$ cat src/rtl/control_unit.sv
// control_unit: fetch/decode/execute sequencer for the 8-bit accumulator CPU.
// Also synchronises and edge-detects the Enter key for INPUT.
module control_unit #(
    parameter int SYNC_STAGES = 2
) (
    input  logic       clk,
    input  logic       clear,
    input  logic [2:0] IR75,
    input  logic       Aeq0,
    input  logic       Apos,
    input  logic       enter,
    output logic       IRload,
    output logic       JMPmux,
    output logic       PCload,
    output logic       Meminst,
    output logic       MemWr,
    output logic [1:0] Asel,
    output logic       Aload,
    output logic       Sub,
    output logic       halt,
    output logic       waiting,
    output logic [3:0] state
);

    typedef enum logic [3:0] {
        START  = 4'd0,
        FETCH  = 4'd1,
        DECODE = 4'd2,
        LOAD   = 4'd8,
        STORE  = 4'd9,
        ADD    = 4'd10,
        SUB    = 4'd11,
        INPUT  = 4'd12,
        JZ     = 4'd13,
        JPOS   = 4'd14,
        HALT   = 4'd15
    } state_t;

    state_t                 cur;
    state_t                 nxt;
    logic [SYNC_STAGES-1:0] sync;
    logic                   prev;
    logic                   synced;
    logic                   enter_edge;

    assign synced     = sync[SYNC_STAGES-1];
    assign enter_edge = synced & ~prev;
    assign state      = cur;

    // Enter synchroniser chain plus previous-value flop for rise detection
    always_ff @(posedge clk or negedge clear) begin
        if (!clear) begin
            sync <= '0;
            prev <= 1'b0;
        end else begin
            sync <= {sync[SYNC_STAGES-2:0], enter};
            prev <= synced;
        end
    end

    // State register
    always_ff @(posedge clk or negedge clear) begin
        if (!clear) begin
            cur <= START;
        end else begin
            cur <= nxt;
        end
    end

    // Next-state: decode dispatches to 8+opcode; illegal codes restart
    always_comb begin
        nxt = START;
        case (cur)
            START:  nxt = FETCH;
            FETCH:  nxt = DECODE;
            DECODE: nxt = state_t'({1'b1, IR75});
            LOAD, STORE, ADD, SUB, JZ, JPOS:
                    nxt = FETCH;
            INPUT:  nxt = enter_edge ? FETCH : INPUT;
            HALT:   nxt = HALT;
            default: nxt = START;
        endcase
    end

    // Datapath strobes decoded from state and accumulator flags
    always_comb begin
        IRload  = 1'b0;
        JMPmux  = 1'b0;
        PCload  = 1'b0;
        Meminst = 1'b0;
        MemWr   = 1'b0;
        Asel    = 2'b00;
        Aload   = 1'b0;
        Sub     = 1'b0;
        halt    = 1'b0;
        waiting = 1'b0;
        case (cur)
            FETCH: begin
                IRload = 1'b1;
                PCload = 1'b1;
            end
            DECODE: Meminst = 1'b1;
            LOAD: begin
                Meminst = 1'b1;
                Asel    = 2'b10;
                Aload   = 1'b1;
            end
            STORE: begin
                Meminst = 1'b1;
                MemWr   = 1'b1;
            end
            ADD: begin
                Meminst = 1'b1;
                Aload   = 1'b1;
            end
            SUB: begin
                Meminst = 1'b1;
                Aload   = 1'b1;
                Sub     = 1'b1;
            end
            INPUT: begin
                waiting = 1'b1;
                Asel    = 2'b01;
                Aload   = enter_edge;
            end
            JZ: begin
                JMPmux = 1'b1;
                PCload = Aeq0;
            end
            JPOS: begin
                JMPmux = 1'b1;
                PCload = Apos;
            end
            HALT: halt = 1'b1;
            default: ;
        endcase
    end

endmodule

$ cat config.mk
export PLATFORM = sky130hd
export DESIGN_NAME = control_unit
export DESIGN_NICKNAME = d
export VERILOG_FILES = /design/src/rtl/control_unit.sv
export SDC_FILE = /design/constraint.sdc
export NUM_CORES = 1
export LEC_CHECK = 0
export CORE_AREA = 3 3 40 42
export DETAILED_ROUTE_END_ITERATION = 6
export DIE_AREA = 0 0 43 45
export GPL_TIMING_DRIVEN = 0
export PLACE_DENSITY = 0.79
export SLEW_MARGIN = 20
export SYNTH_ARGS = -nofsm -noshare
export SYNTH_HDL_FRONTEND = slang
export SYNTH_SLANG_ARGS = --single-unit
$ cat constraint.sdc
create_clock -name clk -period 2.6 [get_ports clk]
set_input_delay 0.52 -clock clk [delete_from_list [all_inputs] [get_ports clk]]
set_output_delay 0.52 -clock clk [all_outputs]
set_load 0.02 [all_outputs]
After elaboration in Yosys (flattened, before gate mapping)

Index checks and enable logic that the tools add are counted.

$add $sub $neg: 0
Multipliers: 0
Divide/modulo/power cells: 0
Order comparisons: 0
Eq/ne operators: 10
Shift operators: 0
Mux-type cells: 12
Bitwise gates (word level): 2
Reduce and logical (&&, ||, !) cells: 5

Operator list:

| cell               | number |
|---|---|
| $eq 4x4->1 const B | 8 |
| $pmux 4 s5         | 1 |
| $mux 1             | 7 |
| $reduce_or 7->1    | 1 |
| $reduce_or 5->1    | 1 |
| $eq 4x1->1 const B | 1 |
| $eq 4x2->1 const B | 1 |
| $logic_not 4->1    | 1 |
| $mux 4             | 1 |
| $pmux 2 s2         | 1 |
| $pmux 1 s3         | 1 |
| $reduce_or 3->1    | 1 |
| $pmux 1 s2         | 1 |
| $reduce_or 2->1    | 1 |
| $and 1x1->1        | 1 |
| $not 1->1          | 1 |

Register bits: 7
Bits in latches: 0
Memory bits (writable): 0
Bits in read-only memories: 0
Input bits: 8
Output and inout bits: 15
Logic and storage cells: 32
Memories kept: 0

Depth between registers and ports, before layout

Gate-level depths: netlist (run 1).

Depth in word-level cells: 4
Gate-level depth with buffers: 4
Mapped depth without buffers: 3

Worst setup path before layout (run 1)

No wires, ideal clock.

Kind: register to output
Start point: register cur[1] (netlist: state[1])
End point: output port Asel[0]
Arrival time: 1.467 ns
Data required time: 2.080 ns
Setup slack: 0.613 ns
Stages on the path, launching flop included: 4
Buffers on the path: 2
Path through: dfrtp_1 buf_2 nor3_1 buf_4

Longest elaborated chain between the ends: 2
Elaborated cells between the ends (all ways): 3
Those cells by class: eq/ne: 2; mux: 1

RTL lines:

| what                     | line | source |
|---|---|---|
| start: declaration       | 39   | `state_t cur;` |
| start signal: assignment | 66   | `cur <= nxt;` |
| $eq 4x4->1               | 97   | `case (cur)` |
| $pmux 2 s2 (*)           | 97   |  |
| end: declaration         | 17   | `output logic [1:0] Asel,` |

Every way passes the cells marked *; elsewhere a longest branch is shown, timed or not.

Worst setup path in the final report (run 1)

Start point: input port Aeq0
End point: output port PCload

Longest elaborated chain between the ends: 1

RTL lines:

| what               | line | source |
|---|---|---|
| start: declaration | 9    | `input logic Aeq0,` |
| $pmux 1 s3         | 97   |  |
| end: declaration   | 14   | `output logic PCload,` |

Every way passes these cells.

==> results.toml, run 1 <==
[run_status]
status = "completed"

[sta]
hold_viol = 0
whs_ns = 0.3422
fmaxAchievable_mhz = 407.9
timing.final.crit_share_pct = 94.30
postLayoutSetupSlackWorst_ns = 0.1482
slew_headroom_pct = 79.52
period_needed_ns = 2.452
slew_viol_final = 0
skew_ns = 0.003348
finalSetupViolCount = 0
tightest_slew_ns = 0.3049
rsz0062_at_grt = "no"
setup_tns_ns = 0

[synthesis]
synthCells = 48
synthSimpleGateAreaFrac_pct = 29.70
synth_compound_area_share_pct = 17.88
ys_warn_count = 0
yosysSeqAreaShare_pct = 42.42
syn-num-nets = 56
synthAdderAreaFrac_pct = 0
netlist_area_sq_um = 412.9
synth.distinct_cells = 23
synth-seq-cells = 7
syn_area_per_cell_sq_um = 8.602
synth_top_family_by_area = "simple AND/OR/NAND/NOR gates"
muxShareOfSynthArea_pct = 0
synth_xor_area_share_pct = 0

[floorplanning]
fp.dieW_um = 43
core_area_sq_um = 1285
start_util_pct = 32.13
ioPinCount = 23
die_area_sq_um = 1935
rows = 13
die_y_um = 45

[finish]
fin_nets = 83
drive_above_1_share_pct = 14.86
final_area_sq_um = 678.2
antenna_cells = 0
syn_to_final_growth_pct = 64.24

[global_route]
first_global_vias = 372
grt.total_usage_pct = 11.26
grt_antenna_before_repair = 0
grt_pass1_wl_mm = 1.573
grt_remaining_overflow = 0
grt_max_degree = 11

[routing]
drt_iter0_markers = 12
routed_wl_um = 955
ant_nets = 0
vias = 426
drcViolationCount = 0
wl_per_cell_um = 10.73
dr.pass1.iters = 4
vias_per_cell = 4.787

[place]
dp_slack_ns = 0.1582
hpwl_um = 734.6
routabilityCongestion = 0.8054
placed_cell_area_sq_um = 651.9
io_buffers = 22

[clock_network]
path_clk_slew_ns = 0.05
cts_sinks = 7
cts_tree = "done"
postCtsHoldBufs = 0
clock_path_buffers = 2
htreeDepth = 1
cts_inserted_buffers = 3
clk_latency_ns = 0.24
post_cts_resized = 0
root_buffer = "clkbuf_4"
cts_setup_buffers = 0

[worst_setup_path]
required_ns = 2.08
startpoint_type = "input pin"
end_kind = "primary output"
path_class = "in2out"
critPathMaxFanout = 1
worst-endpoint-arrival_ns = 1.93

[pwr]
pwr_density_cell_nw_per_um2 = 1113
p_leak_uw = 0.0002958
peakVddDrop_mv = 0.4699

[hold_path]
min_path_type = "reg2reg"

[flow_run]
drv_cap = 0
[final timing paths]
check                                        start                  to  slack [ns]  depth (start not counted)
worst max-delay path                          Aeq0              PCload        0.15                          5
worst min-delay path             sync[0]$_DFF_PN0_   sync[1]$_DFF_PN0_        0.34                          0
worst max register to register  state[0]$_DFF_PN0_  state[2]$_DFF_PN0_        1.34                          3
worst min register to register   sync[0]$_DFF_PN0_   sync[1]$_DFF_PN0_        0.34                          0
max in group asynchronous                    clear  state[1]$_DFF_PN0_        1.86                          1
min in group asynchronous                    clear  state[2]$_DFF_PN0_        0.52                          1
[cell type report]
| class | instances | area (sq um) |
|---|---|---|
| Buffer | 5 | 33.78 |
| Clock buffer | 4 | 26.28 |
| Fill cell | 142 | 606.8 |
| Inverter | 2 | 7.507 |
| Multi-Input combinational cell | 34 | 196.4 |
| Sequential cell | 7 | 175.2 |
| Tap cell | 15 | 18.77 |
| Timing Repair Buffer | 22 | 220.2 |
[state kept, by name (all words and copies together), names as in the netlist]
name	flops
state	4
sync	2
prev	1
[layer usage]
layer  global-route usage [%]  vias to the layer above  share of wire [%]
met2                    15.27                       23                 47
met5                        0                        -                  0
met4                    6.024                        0                  0
li1                         -                      218                  -
met3                    6.375                        0                9.2
met1                    14.11                      185                 43
[power breakdown]
part / total (uW) / switching (uW) / internal [uW]
Clock: 93.3 / 35.0 / 58.2
Sequential: 162 / 23.7 / 138
Combinational: 499 / 270 / 229
Total: 755 / 329 / 426
[metrics by stage]
step	util, %	std cells	total power [uW]
floorplan	-	48	466.6
global placement	50.73	85	658.2
detailed placement	50.73	85	663.8
CTS	52.78	89	763.7
global route	52.78	89	817.5
finish	52.78	89	754.7
[critical path, stage by stage]
cell and delay [ns]:
clkdlybuf4s50_1 0.46, nand3_1 0.07, o21a_1 0.11, o22ai_1 0.15
clkdlybuf4s50_1 0.62
[cells in the mapped netlist]
master	n	share of area, %
buf_6	1	2.7
o21ai_2	1	2.1
nor3_1	4	4.8
or4_4	1	2.7
clkbuf_2	1	1.2
nand2_4	1	2.7
nand3_1	1	1.2
and3_1	1	1.5
o22ai_1	1	1.5
inv_1	2	1.8
buf_2	2	2.4
o31ai_1	1	1.8
a311o_1	1	2.4
dfrtp_1	7	42
nor2_1	5	4.5
a21oi_1	4	4.8
nor2b_1	2	3.0
o21ai_0	1	1.2
o21a_1	1	1.8
nand2b_1	3	4.5
nand2_1	5	4.5
a2bb2oi_1	1	2.1
buf_4	1	1.8
[cell families after synthesis]
family / count (synthesis)
simple gates: 23
buf+inv: 7
compound gates: 11
flops: 7
[cells in the final DEF (no fill, tap or decap)]
master           count
buf_2                2
or4_4                1
a2bb2oi_1            1
clkbuf_4             3
o21a_1               1
nor2b_1              2
nor2_1               5
inv_1                2
clkdlybuf4s50_1     22
nand2_4              1
a311o_1              1
nand2_1              5
dfrtp_1              7
a21oi_1              4
buf_4                1
clkbuf_2             1
clkbuf_1             1
nand2b_1             3
nand3_1              1
and3_1               1
o22ai_1              1
o31ai_1              1
buf_6                1
o21ai_2              1
nor3_1               4
o21ai_0              1
Power figures use the tool's default switching activity.
==> inputs of run 2 (changes only) <==
==> constraint.sdc (replaced) <==
create_clock -name clk -period 2.63 [get_ports clk]
set_input_delay 0.526 -clock clk [delete_from_list [all_inputs] [get_ports clk]]
set_output_delay 0.526 -clock clk [all_outputs]
set_load 0.02 [all_outputs]
==> results of run 2 <==
Same layout as run 1 (identical final DEF). Status: completed.
Among the figures that moved: setup slack after placement 0.1582 ns -> 0.1762 ns; setup slack after layout 0.1482 ns -> 0.1662 ns; register-to-register setup slack 1.34 ns -> 1.37 ns; total power 754.7 uW -> 746.1 uW; worst IR drop on VDD 0.4699 mV -> 0.4646 mV
==> inputs of run 3 (changes only) <==
--- a/config.mk
+++ b/config.mk
@@ -10,6 +10,7 @@
 export DIE_AREA = 0 0 43 45
 export GPL_TIMING_DRIVEN = 0
 export PLACE_DENSITY = 0.79
+export REMOVE_ABC_BUFFERS = 1
 export SLEW_MARGIN = 20
 export SYNTH_ARGS = -nofsm -noshare
 export SYNTH_HDL_FRONTEND = slang
==> results.toml, run 3 (synthesis results as in run 1) <==
[worst_setup_path]
crit_path_top_delay_cell = "clkdlybuf4s50_1"
worst-path-buf-inv = 2
path_class = "in2out"
startpoint_type = "input pin"
slowest_delay_ns = 0.62
critPathTopFamily = "buffers and inverters"
critPathMaxFanout = 1
worst-endpoint-arrival_ns = 1.95
end_kind = "primary output"
crit_chain = "clkdlybuf4s50_1 -> nand3_1 -> o21a_1 -> o22ai_1 -> clkdlybuf4s50_1"
required_ns = 2.10
path_common_cell = "clkdlybuf4s50_1"

[sta]
setup_tns_ns = 0
slew_headroom_pct = 72.82
postLayoutSetupSlackWorst_ns = 0.1579
tightest_slew_ns = 0.4077
timing.final.crit_share_pct = 94.00
period_needed_ns = 2.472
finalSetupViolCount = 0
fmaxAchievable_mhz = 404.5
skew_ns = 0.001611
slew_viol_final = 0
hold_viol = 0
whs_ns = 0.3524
rsz0062_at_grt = "no"

[finish]
multi_input_area_sq_um = 196.4
final_cell_mix = "clkdlybuf4s50_1, dfrtp_1, nand2_1, nor2_1"
final_area_sq_um = 644.4
final_common_cell = "clkdlybuf4s50_1"
largest_reg_flops = 4
drive_above_1_share_pct = 8.696
fin_cells = 84
syn_to_final_growth_pct = 56.06
fin_nets = 78
ff_latch_area_sq_um = 175.2
antenna_cells = 0
fillCellCount = 118

[place]
dp_cells = 80
dp_slack_ns = 0.1481
io_buffers = 22
routabilityCongestion = 0.7592
hpwl_um = 713.1
placed_cell_area_sq_um = 618.1

[global_route]
grt_pass1_wl_mm = 1.587
grt.total_usage_pct = 10.84
first_global_vias = 381
grt_max_degree = 14
grt_remaining_overflow = 0
grt_antenna_before_repair = 0

[clock_network]
htreeDepth = 1
cts_sinks = 7
post_cts_resized = 0
clk_latency_ns = 0.24
cts_setup_buffers = 0
path_clk_slew_ns = 0.05
cts_tree = "done"
cts_inserted_buffers = 3
clock_path_buffers = 2
postCtsHoldBufs = 0
root_buffer = "clkbuf_4"

[floorplanning]
fp.dieW_um = 43
core_area_sq_um = 1285
die_y_um = 45
rows = 13
start_util_pct = 32.13
ioPinCount = 23
die_area_sq_um = 1935

[flow_run]
drv_cap = 0

[pwr]
internal_power_uw = 397.1
power_frac_comb_pct = 56.3
p_seq_share_pct = 30.6
power.switching_uw = 322.1
peakVddDrop_mv = 0.4873
clockPowerShare_pct = 13.1
pwr_density_cell_nw_per_um2 = 1116
p_leak_uw = 0.0002704
switching_share_pct = 44.79

[routing]
dr.pass1.iters = 2
vias_per_cell = 4.750
drt_iter0_markers = 1
vias = 399
routed_wl_um = 959
drcViolationCount = 0
ant_nets = 0
wl_per_cell_um = 11.42

[run_status]
status = "completed"

[hold_path]
min_path_type = "reg2reg"
-- run 3: cell count changes in the layout (fill, tap and decap cells not counted) --
cell | before | now
buf_4 | 1 | 0
clkbuf_2 | 1 | 0
buf_2 | 2 | 0
buf_6 | 1 | 0
-- run 3: stage by stage --
| stage | util (%) | power, uW |
|---|---|---|
| global route | 50.15 | 771.2 |
| floorplan | - | 434.1 |
| CTS | 50.15 | 722.6 |
| finish | 50.15 | 719.1 |
| detailed placement | 48.10 | 626.5 |
| global placement | 48.10 | 622.2 |
-- run 3: path summary, 6_finish.rpt --
check                                   startpoint                  to  slack (ns)  depth (start not counted)
worst max-delay path                          Aeq0              PCload        0.16                          5
max in group asynchronous                    clear   sync[1]$_DFF_PN0_        1.88                          1
worst max register to register  state[1]$_DFF_PN0_  state[1]$_DFF_PN0_        1.29                          3
worst min register to register   sync[0]$_DFF_PN0_   sync[1]$_DFF_PN0_        0.35                          0
min in group asynchronous                    clear  state[0]$_DFF_PN0_        0.53                          1
worst min-delay path             sync[0]$_DFF_PN0_   sync[1]$_DFF_PN0_        0.35                          0
-- run 3: final cells by class --
cell class                      instances  area share (%)
Sequential cell                         7           27.18
Tap cell                               15           2.913
Clock buffer                            4           4.078
Timing Repair Buffer                   22           34.17
Inverter                                2           1.165
Multi-Input combinational cell         34           30.49
-- run 3: power groups by stage --
| stage | logic [uW] | clock network (uW) | registers [uW] |
|---|---|---|---|
| final | 405 | 94.4 | 220 |
| after global routing | 437 | 105 | 229 |
| after CTS | 409 | 96.2 | 218 |
| after detailed placement | 406 | 0 | 220 |
| after global placement | 404 | 0 | 219 |
| after floorplan | 201 | 0 | 233 |
-- run 3: metal layers --
layer	up-vias	routed length, um	track usage, %
met2	11	453	17.07
li1	208	-	-
met4	0	16	7.229
met5	-	0	0
met3	2	53	1.992
met1	178	436	13.61
